==> config.mk <==
export PLATFORM = sky130hd
export DESIGN_NAME = fp_mult_arbiter
export DESIGN_NICKNAME = d
export VERILOG_FILES = /design/src/rtl/fp_mult_arbiter.sv
export SDC_FILE = /design/constraint.sdc
export NUM_CORES = 1
export LEC_CHECK = 0
export CAP_MARGIN = 5
export CORE_AREA = 5 5 133 103
export CTS_CLUSTER_DIAMETER = 30
export CTS_CLUSTER_SIZE = 30
export DETAILED_ROUTE_END_ITERATION = 16
export DIE_AREA = 0 0 138 108
export PLACE_DENSITY = 0.87
export SETUP_SLACK_MARGIN = 0.4
export SLEW_MARGIN = 20
export SYNTH_ARGS = -nofsm -noshare
export SYNTH_HDL_FRONTEND = slang
export SYNTH_SLANG_ARGS = --single-unit
==> constraint.sdc <==
create_clock -name clk -period 2.1 [get_ports clk]
set_clock_uncertainty 0.05 [all_clocks]
set_input_delay 0.21 -clock clk [delete_from_list [all_inputs] [get_ports clk]]
set_output_delay 0.21 -clock clk [all_outputs]
set_load 0.05 [all_outputs]
==> src/rtl/fp_mult_arbiter.sv <==
// Two-requester round-robin front end for one shared floating-point multiplier.
// Operands are held steady for the whole operation; the result is captured and held until consumed.
`timescale 1ns/1ps
module fp_mult_arbiter #(
   parameter int MULT_LAT = 1
) (
   input  logic        clk,
   input  logic        rst,
   input  logic        req0_valid,
   input  logic        req1_valid,
   output logic        req0_ready,
   output logic        req1_ready,
   input  logic [31:0] req0_a,
   input  logic [31:0] req0_b,
   input  logic [31:0] req1_a,
   input  logic [31:0] req1_b,
   output logic        rsp0_valid,
   output logic        rsp1_valid,
   input  logic        rsp0_ready,
   input  logic        rsp1_ready,
   output logic [31:0] rsp_z,
   output logic [7:0]  rsp_status,
   output logic [31:0] mult_a,
   output logic [31:0] mult_b,
   input  logic [31:0] mult_z,
   input  logic [7:0]  mult_status
);

   typedef enum logic [1:0] {IDLE, WAIT, RESP} state_t;

   localparam logic [2:0] LAT = 3'(MULT_LAT);

   state_t      r_state;
   state_t      w_state_next;
   logic [31:0] r_op_a;
   logic [31:0] r_op_b;
   logic [31:0] r_rsp_z;
   logic [7:0]  r_rsp_status;
   logic [2:0]  r_cnt;
   logic        r_owner;
   logic        r_last_grant;

   logic        w_grant;
   logic        w_grant_id;
   logic        w_capture;
   logic        w_rsp_fire;

   always_comb begin
      w_state_next = r_state;
      w_grant      = 1'b0;
      w_grant_id   = 1'b0;
      w_capture    = 1'b0;
      w_rsp_fire   = 1'b0;
      case (r_state)
         IDLE: begin
            if (req0_valid || req1_valid) begin
               w_grant      = 1'b1;
               // On a tie the requester that was not served last wins.
               w_grant_id   = (req0_valid && req1_valid) ? ~r_last_grant : req1_valid;
               w_state_next = WAIT;
            end
         end
         WAIT: begin
            if (r_cnt == 3'd1) begin
               w_capture    = 1'b1;
               w_state_next = RESP;
            end
         end
         RESP: begin
            if (r_owner ? rsp1_ready : rsp0_ready) begin
               w_rsp_fire   = 1'b1;
               w_state_next = IDLE;
            end
         end
         default: w_state_next = IDLE;
      endcase
   end

   always_ff @(posedge clk) begin
      if (rst) begin
         r_state      <= IDLE;
         r_op_a       <= 32'd0;
         r_op_b       <= 32'd0;
         r_rsp_z      <= 32'd0;
         r_rsp_status <= 8'd0;
         r_cnt        <= 3'd0;
         r_owner      <= 1'b0;
         r_last_grant <= 1'b1;
      end else begin
         r_state <= w_state_next;
         if (w_grant) begin
            r_op_a  <= w_grant_id ? req1_a : req0_a;
            r_op_b  <= w_grant_id ? req1_b : req0_b;
            r_owner <= w_grant_id;
            r_cnt   <= LAT;
         end else if (r_state == WAIT) begin
            r_cnt <= r_cnt - 3'd1;
         end
         if (w_capture) begin
            r_rsp_z      <= mult_z;
            r_rsp_status <= mult_status;
         end
         if (w_rsp_fire) begin
            r_last_grant <= r_owner;
         end
      end
   end

   // Handshake outputs are masked while reset is high so reset beats any transfer.
   assign req0_ready = !rst && w_grant && !w_grant_id;
   assign req1_ready = !rst && w_grant && w_grant_id;
   assign rsp0_valid = !rst && (r_state == RESP) && !r_owner;
   assign rsp1_valid = !rst && (r_state == RESP) && r_owner;
   assign rsp_z      = r_rsp_z;
   assign rsp_status = r_rsp_status;
   assign mult_a     = r_op_a;
   assign mult_b     = r_op_b;

endmodule
# Word level (Yosys, flattened, before mapping)
# Index checks and enable logic that the tools add are counted.
classes:
  eq_ne: 6
  n_mux: 18
  n_addsub: 1
  bitwise_logic: 1
  reduce_logical: 15
op_table:
  columns: ["operator", "n"]
  rows:
  - ["$mux 32", 2]
  - ["$mux 1", 12]
  - ["$logic_and 1x1->1", 7]
  - ["$mux 2", 3]
  - ["$ne 2x2->1 const B", 3]
  - ["$pmux 2 s3", 1]
  - ["$eq 3x1->1 const B", 1]
  - ["$logic_not 1->1", 3]
  - ["$reduce_and 3->1", 1]
  - ["$sub 3x1->3 const B", 1]
  - ["$eq 2x1->1 const B", 1]
  - ["$eq 2x2->1 const B", 1]
  - ["$logic_not 2->1", 1]
  - ["$reduce_bool 2->1", 1]
  - ["$reduce_or 2->1", 1]
  - ["$logic_or 1x1->1", 1]
  - ["$not 1->1", 1]
word_totals:
  out_inout_bits: 108
  input_bits: 174
  register_bits: 111
  wordCells: 50

# Longest topological paths before layout
depth:
  ltp_word: 6
  ltp_mapped: 7
  depth_no_buf: 5

# Least setup slack after synthesis
# No wires, ideal clock.
synth_timing:
  path_kind: "reg-to-output"
  start: "register r_state[1]"
  end: "output req0_ready"
  arrival_time_ps: 2360
  path_buffers: 3
  path_slack_ps: -520
  required_time_ps: 1840
  path_stages_with_launch: 6
  path_cell_list: "dfxtp_1 -> buf_2 -> or3_4 -> buf_2 -> buf_1 -> nor3b_1"
synth_between:
  elab_chain_cells: 4
  elab_cells_between_ends: 6
  cone_classes: "mux (2); reduce/logical (4)"
synth_rtl:
  columns: ["element", "line_no", "text"]
  rows:
  - ["start: declaration", "33", "state_t r_state;"]
  - ["start signal: assignment", "90", "r_state <= w_state_next;"]
  - ["$logic_not 2->1 *", "54", "case (r_state)"]
  - ["$mux 1", "54", null]
  - ["$logic_and 1x1->1 or $logic_not 1->1 (tied branches)", "110", "assign req0_ready = !rst && w_grant && !w_grant_id;"]
  - ["$logic_and 1x1->1 *", "110", null]
  - ["end: declaration", "11", "output logic req0_ready,"]
# Every way passes the cells marked *; elsewhere a longest branch is shown, timed or not.

# Worst setup path after layout
# Same ends and word-level chain as after synthesis.

==> flow_summary.yaml <==
yosys:
  yosys_register_bits: 111
  syn-num-nets: 687
  synth_warnings: 0
  yosysTopAreaCellShare_pct: 50.30
  synth_top_family_by_area: "simple AND/OR/NAND/NOR gates"
  synthTopCellsByArea: "dfxtp_1, a221o_1, nand2_1"
  synthArstFlopShare_pct: 0
  syn_area_sq_um: 4418
  synth_ff_type: "dfxtp_1"
  synth-edff-count: 0
  synthXorXnorAreaFrac_pct: 0.1982
  synth_compound_area_share_pct: 20.70
  synthCells: 511
  yosysTopAreaCell: "dfxtp_1"
  synthSimpleGateAreaFrac_pct: 22.46
  synthMuxAreaShare_pct: 0
  synth_adder_area_share_pct: 0.5664
  synth_cell_types: 32
  synth_commonest_cells: "nand2_1, dfxtp_1, nor3_1, a221o_1, a21oi_1"
  synth-seq-area-share_pct: 50.30
  yosysMostFrequentCell: "nand2_1"
  syn-mean-instance-area_sq_um: 8.646
power_and_ir_drop:
  leakagePower_nw: 3.462
  p_per_area_nw_per_um2: 803.8
  vdd_drop_max_mv: 0.5877
placement:
  place_area_sq_um: 7415
  dp_hpwl_microns: 11790
  port_buffers: 281
  gp_congestion: 0.7987
finish:
  seqCellArea_sq_um: 2226
  nets: 956
  fill_cells: 1057
  diodes: 0
  final_area_sq_um: 7953
  multi_input_area_sq_um: 2039
  drive_above_1_share_pct: 8.790
  area_delta_synth_final_pct: 80.01
clock_tree:
  path_clk_slew_ns: 0.07
  clockRootBuffer: "clkbuf_16"
  cts_buffer_depth: 2
  htree_levels: 3
  hold_buffers: 0
  cts_tree: "done"
  numCtsBuffers: 9
  clock-sinks: 111
  worst_skew_pair.late_latency_ns: 0.34
floorplan:
  die_x_microns: 138
  die_area_sq_um: 14900
  io_pins: 282
  placementRows: 35
  start_util_pct: 36.29
  dieHeight_microns: 108
  core_sq_um: 12170
timing:
  max_slew_margin_pct: 64.10
  hold_violations: 0
  hold_slack_ns: 0.3597
  period_minus_slack_ns: 1.888
  rsz0062_at_grt: "yes"
  finalSetupTns_ns: 0
  fmax_mhz: 529.6
  final_max_slew_viol_count: 0
  worst_slew_pin_slew_ns: 0.5385
  finalCritPeriodShare_pct: 89.92
  setup_violations: 0
route:
  firstDrtPassIters: 4
  drt-total-wl_microns: 17710
  drt_drc_violations_left: 0
  vias: 4939
  wire_per_inst_microns: 18.62
  postRouteAntennaNets: 0
  drt_iter0_markers: 265
  via_per_inst: 5.193
critical_path:
  crit_arrival_ns: 1.63
  startpoint_type: "register"
  rr_endpoint: "mult_b[6]"
  r2r_slack_ns: 0.38
  crit_type: "reg -> out"
  cp_data_required_time_ns: 1.84
  worstSetupEndpointType: "output port"
  path_max_fanout: 3
  r2r-start: "r_state[1]"
  reg2regPathDepth: 6
outcome:
  status: "completed"
worst_hold_path:
  min_to: "rsp_z[18]"
  hold_class: "in -> reg"
  whs_path_depth: 3
  hold_start: "mult_z[18]"
global_route:
  grtUsageTotal_pct: 21.22
  grt_pass1_wl_microns: 25630
  grt-ovfl-total: 0
  grt_max_degree: 55
  antenna_found_initial: 0
  grt_pass1_vias: 4691
flow_run:
  cap_violations: 0
## worst max-delay path, stage by stage (launching register included)
cell and delay, ns:
dfxtp_1 0.32, or3_4 0.43, buf_16 0.15, nor3b_4 0.22, buf_12 0.16
## metal layers
layer	wire, microns	vias to the layer above	global-route usage, %
li1	-	2369	-
met1	7199	2304	26.12
met2	8361	230	34.47
met3	1669	36	8.002
met4	476	0	7.264
met5	0	-	0
## state kept, by name (all words and copies together) (netlist names)
signal        cells
mult_a           32
rsp_status        8
mult_b           32
r_owner           1
rsp_z            32
r_state           2
r_last_grant      1
r_cnt             3
## worst max-delay path by stage
| stage | startpoint | endpoint | slack (ns) | cells past startpoint |
|---|---|---|---|---|
| final | r_state[1] | req0_ready | 0.21 | 4 |
| after global routing | r_state[1] | req0_ready | 0.16 | 4 |
| after CTS | r_state[1] | req0_ready | 0.19 | 4 |
| after detailed placement | req1_valid | mult_b[10] | 0.27 | 5 |
| after global placement | req1_valid | mult_b[11] | 0.30 | 5 |
| after floorplan | r_state[1] | req0_ready | 0.13 | 5 |
## through the flow
step                setup slack, ns  power, mW  utilization [%]  cells
detailed placement           0.2724      4.696            60.90    920
finish                       0.2117      6.393            65.32    951
global placement             0.2977      4.670            60.90    920
floorplan                    0.1285      3.761                -    511
CTS                          0.1900      6.387            63.54    943
global route                 0.1598      6.668            65.32    951
## power breakdown
group          total (mW)  internal, mW  switching (mW)
Clock                1.75         0.968           0.784
Combinational        2.18         0.849            1.33
Sequential           2.46          2.33           0.125
Total                6.39          4.15            2.24
## final cells by class
| type | count | area share, % |
|---|---|---|
| Timing Repair Buffer | 309 | 39.68 |
| Sequential cell | 111 | 27.99 |
| Multi-Input combinational cell | 344 | 25.65 |
| Clock buffer | 10 | 3.005 |
| Tap cell | 166 | 2.612 |
| Clock inverter | 6 | 0.8339 |
| Inverter | 5 | 0.2360 |
## placed cells by master, fill, tap and decap left out, types with 3 or more instances in the layout
cell             Yosys  routed
inv_6                0       3
nor3_2               0       9
a221o_1             64      64
clkdlybuf4s50_1      0     171
a21oi_1             43      42
buf_12               0       7
clkbuf_16            0      13
buf_16               0       3
nor3_1              66      57
dlygate4sd2_1        0     104
inv_1                5       5
nand2_1            146     146
dfxtp_1            111     110
buf_4                1      13
## cell families (layout without fill, tap and decap cells)
logic type | after synthesis | in the layout
xor gates and xnor gates | 1 | 1
and+or+nand+nor | 227 | 227
DFF | 111 | 111
AOI/OAI and AO/OA | 114 | 114
adders and majority gates | 2 | 2
buffers and inverters | 56 | 330
## repair_timing
action	in CTS	in global routing
pin swaps	3	11
setup buffers	4	2
cloned	3	6
setup endpoints to repair	163	57
resized for setup	110	17
Power figures use the tool's default switching activity.
